==> src/rtl/bsg_manycore_pkg.sv <==
// Shared manycore edge helpers: width functions and the requester id encoding.
// Used by the link arbiter and by the edge credit-return logic.
package bsg_manycore_pkg;

    // ceil(log2(n)), but never less than 1 so a 1-entry space still has a bit.
    function automatic int unsigned safe_clog2(input int unsigned n);
        int unsigned w;
        for (w = 1; (32'd1 << w) < n; w++) begin
        end
        return w;
    endfunction

    // Width of a requester id for num_req requesters.
    function automatic int unsigned req_id_width(input int unsigned num_req);
        return safe_clog2(num_req);
    endfunction

    // Width of an outstanding counter that must hold 0..max_out inclusive.
    function automatic int unsigned out_cnt_width(input int unsigned max_out);
        return safe_clog2(max_out + 1);
    endfunction

    localparam int unsigned default_num_req_lp = 4;

    // Requester id as carried on the credit-return path.
    typedef logic [req_id_width(default_num_req_lp)-1:0] req_id_t;

endpackage

==> src/rtl/bsg_manycore_rr_pick.sv <==
// Combinational round-robin picker.
// Ports: eligible_i (per-requester eligibility), last_i (previous winner),
//        grant_o (one-hot winner), id_o (encoded winner), v_o (any winner).
module bsg_manycore_rr_pick
    import bsg_manycore_pkg::*;
#(
    parameter int unsigned num_req_p  = 4,
    parameter int unsigned id_width_p = req_id_width(num_req_p)
) (
    input  logic [num_req_p-1:0]  eligible_i,
    input  logic [id_width_p-1:0] last_i,
    output logic [num_req_p-1:0]  grant_o,
    output logic [id_width_p-1:0] id_o,
    output logic                  v_o
);

    logic [id_width_p-1:0] idx;

    // Search starts one past the last winner and wraps; first eligible wins.
    always_comb begin
        grant_o = '0;
        id_o    = '0;
        v_o     = 1'b0;
        idx     = '0;
        for (int unsigned off = 1; off <= num_req_p; off++) begin
            idx = id_width_p'((32'(last_i) + off) % num_req_p);
            if (!v_o && eligible_i[idx]) begin
                v_o          = 1'b1;
                grant_o[idx] = 1'b1;
                id_o         = idx;
            end
        end
    end

endmodule

==> src/rtl/bsg_manycore_link_arbiter.sv <==
// Shares one mesh edge input link among several requesters. Round-robin picks
// one single-flit packet per cycle into a registered valid/ready link slot and
// limits each requester to max_out_p in-flight packets via credit counters.
// Ports: clk_i/reset_i (async active-high), req_v_i/req_data_i/req_ready_o
//        (requester side), link_v_o/link_data_o/link_ready_i (link side),
//        credit_v_i/credit_id_i (completion return), out_cnt_o (counters),
//        err_o (sticky credit error).
module bsg_manycore_link_arbiter
    import bsg_manycore_pkg::*;
#(
    parameter int unsigned num_req_p      = 4,
    parameter int unsigned packet_width_p = 32,
    parameter int unsigned max_out_p      = 4,
    parameter int unsigned id_width_lp    = req_id_width(num_req_p),
    parameter int unsigned cnt_width_lp   = out_cnt_width(max_out_p)
) (
    input  logic                                     clk_i,
    input  logic                                     reset_i,
    input  logic [num_req_p-1:0]                     req_v_i,
    input  logic [num_req_p-1:0][packet_width_p-1:0] req_data_i,
    output logic [num_req_p-1:0]                     req_ready_o,
    output logic                                     link_v_o,
    output logic [packet_width_p-1:0]                link_data_o,
    input  logic                                     link_ready_i,
    input  logic                                     credit_v_i,
    input  logic [id_width_lp-1:0]                   credit_id_i,
    output logic [num_req_p-1:0][cnt_width_lp-1:0]   out_cnt_o,
    output logic                                     err_o
);

    logic                                   link_v_q, link_v_d;
    logic [packet_width_p-1:0]              link_data_q, link_data_d;
    logic [num_req_p-1:0][cnt_width_lp-1:0] cnt_q, cnt_d;
    logic [id_width_lp-1:0]                 last_q, last_d;
    logic                                   err_q, err_d;

    logic                   slot_free;
    logic [num_req_p-1:0]   eligible;
    logic [num_req_p-1:0]   pick_grant;
    logic [id_width_lp-1:0] pick_id;
    logic                   pick_v;
    logic                   credit_in_range;
    logic                   credit_ok;

    // Eligibility and slot availability; independent of packet data and credits.
    always_comb begin
        slot_free = !link_v_q || link_ready_i;
        eligible  = '0;
        for (int unsigned i = 0; i < num_req_p; i++) begin
            eligible[i] = req_v_i[i] && (cnt_q[i] < cnt_width_lp'(max_out_p));
        end
    end

    bsg_manycore_rr_pick #(
        .num_req_p  (num_req_p),
        .id_width_p (id_width_lp)
    ) u_rr_pick (
        .eligible_i (eligible),
        .last_i     (last_q),
        .grant_o    (pick_grant),
        .id_o       (pick_id),
        .v_o        (pick_v)
    );

    // Held during reset so nothing is handed off while the slot is being cleared.
    assign req_ready_o = (slot_free && !reset_i) ? pick_grant : '0;

    // A credit is only legal for an existing requester with something in flight.
    assign credit_in_range = (32'(credit_id_i) < num_req_p);
    assign credit_ok       = credit_v_i && credit_in_range && (cnt_q[credit_id_i] != '0);

    // Next state for output slot, counters, round-robin pointer and error flag.
    always_comb begin
        link_v_d    = link_v_q;
        link_data_d = link_data_q;
        cnt_d       = cnt_q;
        last_d      = last_q;
        err_d       = err_q;

        if (slot_free) begin
            link_v_d = pick_v;
            if (pick_v) begin
                link_data_d = req_data_i[pick_id];
                last_d      = pick_id;
            end
        end

        if (credit_v_i && !credit_ok) begin
            err_d = 1'b1;
        end

        // Grant and credit to the same requester cancel out.
        for (int unsigned i = 0; i < num_req_p; i++) begin
            if (req_ready_o[i] && !(credit_ok && (credit_id_i == id_width_lp'(i)))) begin
                cnt_d[i] = cnt_q[i] + cnt_width_lp'(1);
            end else if (!req_ready_o[i] && credit_ok && (credit_id_i == id_width_lp'(i))) begin
                cnt_d[i] = cnt_q[i] - cnt_width_lp'(1);
            end
        end
    end

    // Reset leaves requester 0 first in line.
    always_ff @(posedge clk_i or posedge reset_i) begin
        if (reset_i) begin
            link_v_q    <= 1'b0;
            link_data_q <= '0;
            cnt_q       <= '0;
            last_q      <= id_width_lp'(num_req_p - 1);
            err_q       <= 1'b0;
        end else begin
            link_v_q    <= link_v_d;
            link_data_q <= link_data_d;
            cnt_q       <= cnt_d;
            last_q      <= last_d;
            err_q       <= err_d;
        end
    end

    assign link_v_o    = link_v_q;
    assign link_data_o = link_data_q;
    assign out_cnt_o   = cnt_q;
    assign err_o       = err_q;

endmodule

==> config.mk <==
export PLATFORM = sky130hd
export DESIGN_NAME = bsg_manycore_link_arbiter
export DESIGN_NICKNAME = d
export VERILOG_FILES = /design/src/rtl/bsg_manycore_pkg.sv /design/src/rtl/bsg_manycore_rr_pick.sv /design/src/rtl/bsg_manycore_link_arbiter.sv
export SDC_FILE = /design/constraint.sdc
export NUM_CORES = 1
export LEC_CHECK = 0
export ABC_AREA = 1
export CAP_MARGIN = 10
export CELL_PAD_IN_SITES_DETAIL_PLACEMENT = 0
export CELL_PAD_IN_SITES_GLOBAL_PLACEMENT = 1
export CORE_AREA = 2 2 169 88
export CTS_CLUSTER_DIAMETER = 150
export DETAILED_ROUTE_END_ITERATION = 10
export DIE_AREA = 0 0 171 90
export PLACE_DENSITY_LB_ADDON = 0.1
export SKIP_LAST_GASP = 1
export SLEW_MARGIN = 20
export SYNTH_ARGS = -nofsm -noshare
export SYNTH_HDL_FRONTEND = slang
export SYNTH_SLANG_ARGS = --single-unit
==> constraint.sdc <==
create_clock -name clk_i -period 4.6 [get_ports clk_i]
set_clock_uncertainty 0.2 [all_clocks]
set_input_delay 0.46 -clock clk_i [delete_from_list [all_inputs] [get_ports clk_i]]
set_output_delay 0.46 -clock clk_i [all_outputs]
set_load 0.03 [all_outputs]
## Word level (Yosys, flattened, before mapping)

Cells that the tools add are included.

| word-level totals | value |
|---|---|
| flip-flop bits (word level) | 48 |
| input bits | 138 |
| output and inout bits | 50 |

| operators by class | value |
|---|---|
| add/sub/neg operators | 12 |
| muxes and demuxes | 41 |
| order comparisons | 14 |
| equal/unequal tests | 3 |
| reduce and logical (&&, ||, !) cells | 52 |
| bitwise gates (word level) | 3 |

Operators with widths:

| kind | count |
|---|---|
| $bmux W32 S2 | 1 |
| $mux W32 | 1 |
| $logic_and A1 B1 Y1 | 30 |
| $mux W3 | 9 |
| $mux W4 | 5 |
| $lt A2 B3 Y1 const B | 6 |
| $logic_not A1 Y1 | 14 |
| $add A3 B1 Y3 const B | 4 |
| $lt A3 B3 Y1 const B | 4 |
| $mux W1 | 12 |
| $or A4 B4 Y4 | 3 |
| $sub A3 B1 Y3 const B | 4 |
| $bmux W1 S2 | 4 |
| $demux W1 S2 | 4 |
| $ge A2 B1 Y1 const B | 4 |
| $mux W2 | 4 |
| $reduce_bool A2 Y1 | 4 |
| $bmux W3 S2 | 1 |
| $add A2 B1 Y2 const B | 2 |
| $add A2 B2 Y2 const B | 2 |
| $eq A2 B2 Y1 const B | 2 |
| $reduce_bool A3 Y1 | 1 |
| $eq A2 B1 Y1 const B | 1 |
| $logic_not A2 Y1 | 1 |
| 2 further kinds | 2 |

## Longest topological paths before layout

Gate-level depths: netlist of the first run.

| logic depth | value |
|---|---|
| depth in word-level cells | 20 |
| gate-level depth with buffers | 17 |

## Modules after synthesis

A second synthesis of the first run with hierarchy kept.

| unflattened totals | value |
|---|---|
| cell total of the unflattened synthesis | 545 |
| area, all modules | 3616.0 sq um |

By module, submodules not included:

| module | cells an instance | instances | sequential area each (sq um) | area each (sq um) |
|---|---|---|---|---|
| bsg_manycore_link_arbiter | 464 | 1 | 1203.7 | 3080.5 |
| bsg_manycore_rr_pick | 81 | 1 | 0.0 | 535.5 |

## Worst setup path before layout of the first run

No wires, ideal clock.

| path | value |
|---|---|
| path kind | register to register |
| start | register last_q[0] |
| end | register cnt_q, in the netlist out_cnt_o[11] |
| arrival | 2.594 ns |
| setup time | 0.118 ns |
| data required time | 4.282 ns |
| stages on the path, launching flop included | 17 |
| setup slack | 1.688 ns |
| clock period less this slack | 2.912 ns |
| path buffers | 2 |
| cells stage by stage | dfstp_2 buf_6 inv_6 ha_1 inv_1 nand2_2 nand2_4 nor2_8 buf_6 nand4_1 nand3_1 nand3_1 fa_1 nand2_1 nand2_1 nand2_1 nand2_1 |

| between the ends | value |
|---|---|
| longest elaborated chain between the ends | 18 |
| elaborated cells on any way between the ends | 55 |

RTL lines:

| element | line | source |
|---|---|---|
| start: declaration | bsg_manycore_link_arbiter.sv:34 | `logic [id_width_lp-1:0] last_q, last_d;` |
| start signal: assignment | bsg_manycore_link_arbiter.sv:108 | `last_q <= id_width_lp'(num_req_p - 1);` |
| start signal: assignment | bsg_manycore_link_arbiter.sv:114 | `last_q <= last_d;` |
| branches (longest 12 deep; another with $lt A2 B3 Y1) | -- |  |
| $mux W4 (*) | bsg_manycore_rr_pick.sv:27 | `if (!v_o && eligible_i[idx]) begin` |
| $mux W4 (*) | bsg_manycore_link_arbiter.sv:66 | `assign req_ready_o = (slot_free && !reset_i) ? pick_grant : '0;` |
| $logic_not A1 Y1 | bsg_manycore_link_arbiter.sv:96 | `end else if (!req_ready_o[i] && credit_ok && (credit_id_i == id_width_lp'(i))) begin` |
| $logic_and A1 B1 Y1 (2 in series) | bsg_manycore_link_arbiter.sv:96 |  |
| $reduce_bool A2 Y1 (no line) | -- |  |
| end signal: assignment | bsg_manycore_link_arbiter.sv:113 | `cnt_q <= cnt_d;` |
| end: declaration | bsg_manycore_link_arbiter.sv:33 | `logic [num_req_p-1:0][cnt_width_lp-1:0] cnt_q, cnt_d;` |

Every way passes the cells marked *. The select of a mux whose other input is x is not followed.
A chain may end at the register's enable or synchronous reset.

## Final worst setup path of the first run

| path | value |
|---|---|
| start | register last_q[0] |
| end | output req_ready_o[1] |

| between the ends | value |
|---|---|
| longest elaborated chain between the ends | 14 |
| elaborated cells on any way between the ends | 49 |

RTL lines:

| element | line | source |
|---|---|---|
| branches (longest 12 deep; another with $lt A2 B3 Y1) | -- |  |
| $mux W4 (*) | bsg_manycore_rr_pick.sv:27 |  |
| $mux W4 (*) | bsg_manycore_link_arbiter.sv:66 |  |
| end: declaration | bsg_manycore_link_arbiter.sv:21 | `output logic [num_req_p-1:0] req_ready_o,` |

Marks and branches as above.

==> results.md, run 1 <==
* Status: completed
* Fin crit share at 0.844
* Mapped Area at 4260 um2
* Clk_lat worst skew at 0.29 ns
* Worst Path Max Fanout at 14
* Vias in the first global route at 4451
* Area of the core at 14000 um2
* Layout cells sized above 1 at 0.0731
* TritonCTS buffer count at 5
* Postcts setup bufs at 0
* Drt via density at 4.47
* Worst-path clk slew at 0.07 ns
* #FFs+latches synth at 48
* Starting Density at 0.303
* Placer Congestion at 0.887
* Max-cap violations at 0
* First-pass GRT wire length at 24100 um
* IO Count at 188
* CP Capture Type: output pin
* Slew Limit Fails at 0
* # setup viols final at 0
* Slew HR at 0.507
* Crit-path cells: inv_6, ha_1, inv_1, nand2_2, nand2_4, nor2_8, nand4_1, nand3_1, nand2_1, inv_1, clkdlybuf4s50_1
* Number of synthesized flops with an enable pin at 0
* Minimum clock period at 3.88 ns
* Die X at 171 um
* Pin count of the biggest net entering global routing at 49
* PortBufs at 187
* Kind of critical path: reg -> out
* CP top delay family: buffers and inverters
* Cell taking the most area after synthesis: dfrtp_1
* Post-DP HPWL at 11700 um
* Clock Sink Count at 48
* Final ANT Viol Nets at 0
* Slowest CP cell: dfstp_2
* Startpoint Class: flop
* Cells after synthesis at 663
* Post-synth net total at 813
* Hold crit path type: reg -> reg
* Drt first-iter violations at 259
* Max Root-Sink Buffers at 2
* Fmax at 0.258 GHz
* Most common cell after layout, fill and taps aside: nand2_1
* FF+latch area at 1200 um2
* Avg Inst Size Synth at 6.42 um2
* H-tree depth at 2
* Root buf cell: clkbuf_16
* Top FF cell, synth: dfrtp_1
* Routed len/inst at 14.7 um
* Fin. Hold Viols at 0
* Initial antenna violation count at 1
* Ys async rst share at 1.00
* Data required time of the worst path at 3.94 ns
* WL final at 15200 um
* Largest stage delay, worst path at 0.74 ns
* Util after Layout at 0.453
* Most frequent cells in the layout: nand2_1, clkdlybuf4s50_1, inv_1
* Worst path most repeated cell: inv_1
* Area Overhead vs Synth at 49.3%
* Yosys warning total at 0
* Final Net Count at 985
* Buf/Inv on CP at 4
* Sequential share of the synthesized area at 0.283
* CP arrival at 3.22 ns
* DIE HEIGHT at 90 um
* Rows at 31
* Fin Setup TNS at 0 ns
* Global Route Usage Sum at 0.198
* Ant diodes at 0
* Yosys cell types at 30
* Slew @ Worst Pin at 0.738 ns
* Post-CTS sizing at 0
* Drt drc at 0
* RSZ-0062 raised after global routing: no
* Die ar. at 15400 um2
* Total grt overflow at 0
* Footprint of the multi-input gates at 2370 um2
* Top area cells in the synthesized netlist: dfrtp_1, nand2_1, nand3_1
* CTS Hold Bufs at 0
* Fillers at 1476
* Synth top area share at 0.271
* First-pass iteration count of the detailed router at 4
* CTS tree: done
* Via count at 4620
==> final cells by class <==
cell class                      instances  share of cell area
Clock buffer                            6              0.0203
Clock inverter                          1            0.000788
Inverter                              134              0.0800
Multi-Input combinational cell        456               0.372
Sequential cell                        48               0.189
Tap cell                              198              0.0390
Timing Repair Buffer                  190               0.298
==> state kept, by name (all words and copies together), names as in the netlist <==
signal,cells
link_v_o,1
link_data_o,32
out_cnt_o,12
last_q,2
err_o,1
==> worst register-to-register path: stages (launching register included) <==
cell and delay (ns):
dfstp_2 0.74, inv_6 0.11, ha_1 0.40, inv_1 0.14, nand3_1 0.14, nand2_4 0.18, inv_2 0.10, nand3_2 0.29
nand3_2 0.39, buf_4 0.37, or2_2 0.35, nand3_1 0.09, nand3_1 0.07
==> cell families (layout without fill, tap and decap cells) <==
| kind of cell | after synthesis | in the layout | share of synthesized area |
|---|---|---|---|
| buf+inv | 159 | 331 | 0.161 |
| flops | 48 | 48 | 0.283 |
| compound gates | 11 | 11 | 0.0168 |
| simple gates | 433 | 433 | 0.497 |
| fa+ha+maj | 12 | 12 | 0.0423 |
==> cells in the mapped netlist (2+ instances only) <==
cell type	count
buf_2	7
buf_4	8
buf_6	6
clkbuf_1	4
dfrtp_1	46
dfstp_2	2
fa_1	4
ha_1	8
inv_1	129
inv_2	3
nand2_1	236
nand2_2	8
nand2_4	5
nand3_1	117
nand3_2	17
nand4_1	22
nand4_4	2
nor2_1	3
nor2_8	2
o21ai_0	7
or2_1	10
or2_2	9
==> metal layers <==
layer / share of wire / GRT usage / vias to the layer above
met4: 0.0054 / 0.0282 / 2
met3: 0.072 / 0.0401 / 9
li1: - / - / 2388
met1: 0.55 / 0.323 / 2059
met2: 0.38 / 0.267 / 162
met5: 0.00059 / 0 / -
==> per-stage QoR <==
stage               hold WS [ns]  worst slack, ns  area [um2]  std cells
floorplan                  0.381             1.69        4260        663
finish                     0.265            0.718        6350       1033
global route               0.278            0.491        6350       1033
global placement           0.239             1.09        6220       1026
CTS                        0.263            0.722        6350       1033
detailed placement         0.249            0.944        6220       1026
==> path summary, 6_finish.rpt <==
kind | start | slack, ns | cells after the start | endpoint
setup / recovery | last_q[0]$_DFFE_PP1P_ | 0.72 | 11 | req_ready_o[1]
hold / removal | err_o$_DFFE_PP0P_ | 0.27 | 1 | err_o$_DFFE_PP0P_
setup reg to reg | last_q[0]$_DFFE_PP1P_ | 0.92 | 12 | link_data_o[8]$_DFFE_PP0P_
hold reg to reg | err_o$_DFFE_PP0P_ | 0.27 | 1 | err_o$_DFFE_PP0P_
max in group asynchronous | reset_i | 3.24 | 3 | out_cnt_o[11]$_DFFE_PP0P_
min in group asynchronous | reset_i | 0.51 | 3 | link_data_o[7]$_DFFE_PP0P_
Power of run 1 is not shown: default switching activity piles up to over one toggle a cycle in this logic, so the estimate is an artifact.
==> inputs of run 2 (changes only) <==
--- a/config.mk
+++ b/config.mk
@@ -9,10 +9,10 @@
 export CAP_MARGIN = 10
 export CELL_PAD_IN_SITES_DETAIL_PLACEMENT = 0
 export CELL_PAD_IN_SITES_GLOBAL_PLACEMENT = 1
-export CORE_AREA = 2 2 169 88
+export CORE_AREA = 2 2 175 91
 export CTS_CLUSTER_DIAMETER = 150
 export DETAILED_ROUTE_END_ITERATION = 10
-export DIE_AREA = 0 0 171 90
+export DIE_AREA = 0 0 177 93
 export PLACE_DENSITY_LB_ADDON = 0.1
 export SKIP_LAST_GASP = 1
 export SLEW_MARGIN = 20
==> constraint.sdc (replaced) <==
create_clock -name clk_i -period 4 [get_ports clk_i]
set_clock_uncertainty 0.2 [all_clocks]
set_input_delay 0.4 -clock clk_i [delete_from_list [all_inputs] [get_ports clk_i]]
set_output_delay 0.4 -clock clk_i [all_outputs]
set_load 0.03 [all_outputs]
==> run 2 against run 1 <==
Against the previous run: first-iteration DRC count down 7.3%; count of clock-buffer cells in the layout is 1 higher; flip-flop and latch count unchanged; register-to-register slack lost 0.49 ns; sequential share of layout area shrank 0.15 points; design area up 0.81%; hold slack gained 0.0094 ns; die area is 7.0% higher; global-route usage decreased by 1.4 points; via count is 1.8% higher; critical path depth unchanged; routed wire length up 0.61%; critical path type unchanged; critical endpoint unchanged; highest routed layer is now met4.
==> results.md, run 2 (synthesized netlist as in run 1, its figures left out) <==
* Startpoint Class: flop
* Postcts setup bufs at 0
* DIE HEIGHT at 93 um
* Status: completed
* Slew @ Worst Pin at 0.708 ns
* Fmax at 0.262 GHz
* # setup viols final at 0
* Global Route Usage Sum at 0.184
* Post-CTS sizing at 0
* Die ar. at 16500 um2
* Total grt overflow at 0
* Drt drc at 0
* Most frequent cells in the layout: nand2_1, clkdlybuf4s50_1, inv_1
* Fin Setup TNS at 0 ns
* Final ANT Viol Nets at 0
* Design area at 6400 um2
* Max-cap violations at 0
* Area Overhead vs Synth at 50.5%
* WL final at 15300 um
* Vias in the first global route at 4389
* Slew Limit Fails at 0
* Fin crit share at 0.955
* H-tree depth at 2
* Fin. Hold Viols at 0
* Most common cell after layout, fill and taps aside: nand2_1
* Worst Path Max Fanout at 14
* TritonCTS buffer count at 5
* Drt via density at 4.51
* IO Count at 188
* Via count at 4704
* Data required time of the worst path at 3.40 ns
* Area of the core at 15000 um2
* Clock Sink Count at 48
* Fillers at 1593
* Layout cells sized above 1 at 0.0764
* Max Root-Sink Buffers at 2
* Starting Density at 0.283
* Kind of critical path: reg -> out
* Placed Area at 6250 um2
* Hold Crit Depth at 1
* Minimum clock period at 3.82 ns
* PortBufs at 187
* CTS Hold Bufs at 0
* CP Capture Type: output pin
* Placer Congestion at 0.932
* Die X at 177 um
* RSZ-0062 raised after global routing: no
* Root buf cell: clkbuf_16
* Largest register FFs at 32
* Initial antenna violation count at 0
* Slew HR at 0.528
* CP arrival at 3.22 ns
* Post-DP HPWL at 11900 um
* Routed len/inst at 14.7 um
* R2R depth at 13
* Worst-path clk slew at 0.08 ns
* Ant diodes at 0
* Clk_lat worst skew at 0.29 ns
* First-pass iteration count of the detailed router at 5
* First-pass GRT wire length at 23700 um
* Pin count of the biggest net entering global routing at 69
* Final Net Count at 987
* Rows at 32
* Drt first-iter violations at 240
* Hold crit path type: reg -> reg
* CTS tree: done
[run 2: cell types whose count changed in the layout (fill, tap and decap cells not counted)]
cell        before  now
buf_12           0    1
buf_4            3    4
clkbuf_8         0    1
clkinv_2         1    0
clkinvlp_4       0    1
[run 2: area by class of cell]
class,instances,area (um2),share of cell area
Clock inverter,1,7.51,0.00117
Sequential cell,48,1200,0.188
Clock buffer,7,143,0.0223
Tap cell,204,255,0.0399
Inverter,134,508,0.0793
Multi-Input combinational cell,456,2370,0.369
Timing Repair Buffer,192,1920,0.300
[run 2: path summary, 6_finish.rpt]
kind	from	to	slack [ns]
worst max-delay path	last_q[0]$_DFFE_PP1P_	req_ready_o[1]	0.18
worst min-delay path	err_o$_DFFE_PP0P_	err_o$_DFFE_PP0P_	0.27
worst max register to register	last_q[0]$_DFFE_PP1P_	link_data_o[7]$_DFFE_PP0P_	0.43
worst min register to register	err_o$_DFFE_PP0P_	err_o$_DFFE_PP0P_	0.27
max in group asynchronous	reset_i	out_cnt_o[8]$_DFFE_PP0P_	2.67
min in group asynchronous	reset_i	link_data_o[11]$_DFFE_PP0P_	0.44
[run 2: per-stage QoR]
step                      setup WS (ns)  hold WS (ns)  utilization  std cells
after floorplan                    1.09         0.321            -        663
after global placement            0.541         0.237        0.417       1034
after detailed placement          0.471         0.251        0.417       1034
after CTS                         0.201         0.272        0.427       1042
after global routing             0.0296         0.291        0.427       1042
final                             0.181         0.274        0.427       1042
[run 2: critical path, stage by stage, from the launching register on]
cell	delay, ns
dfstp_2	0.74
inv_6	0.10
ha_1	0.40
inv_1	0.11
nand2_2	0.11
nand2_4	0.09
nor2_8	0.23
nand4_1	0.15
nand3_1	0.16
nand2_1	0.11
inv_1	0.06
clkdlybuf4s50_1	0.66
[run 2: per-layer routing]
| layer | up-vias | routed length [um] | track usage |
|---|---|---|---|
| met5 | - | 0 | 0 |
| met1 | 2141 | 8320 | 0.295 |
| met2 | 167 | 5710 | 0.249 |
| met3 | 2 | 1210 | 0.0423 |
| li1 | 2394 | - | - |
| met4 | 0 | 40 | 0.0193 |
Power of run 2 is left out for the same reason.
==> inputs of run 3 (changes only) <==
--- a/config.mk
+++ b/config.mk
@@ -14,6 +14,7 @@
 export DETAILED_ROUTE_END_ITERATION = 10
 export DIE_AREA = 0 0 177 93
 export PLACE_DENSITY_LB_ADDON = 0.1
+export SKIP_CTS_REPAIR_TIMING = 1
 export SKIP_LAST_GASP = 1
 export SLEW_MARGIN = 20
 export SYNTH_ARGS = -nofsm -noshare
==> results of run 3 <==
The final DEF is identical to that of run 2; final timing and power are the same.
Power of run 3 is left out for the same reason.
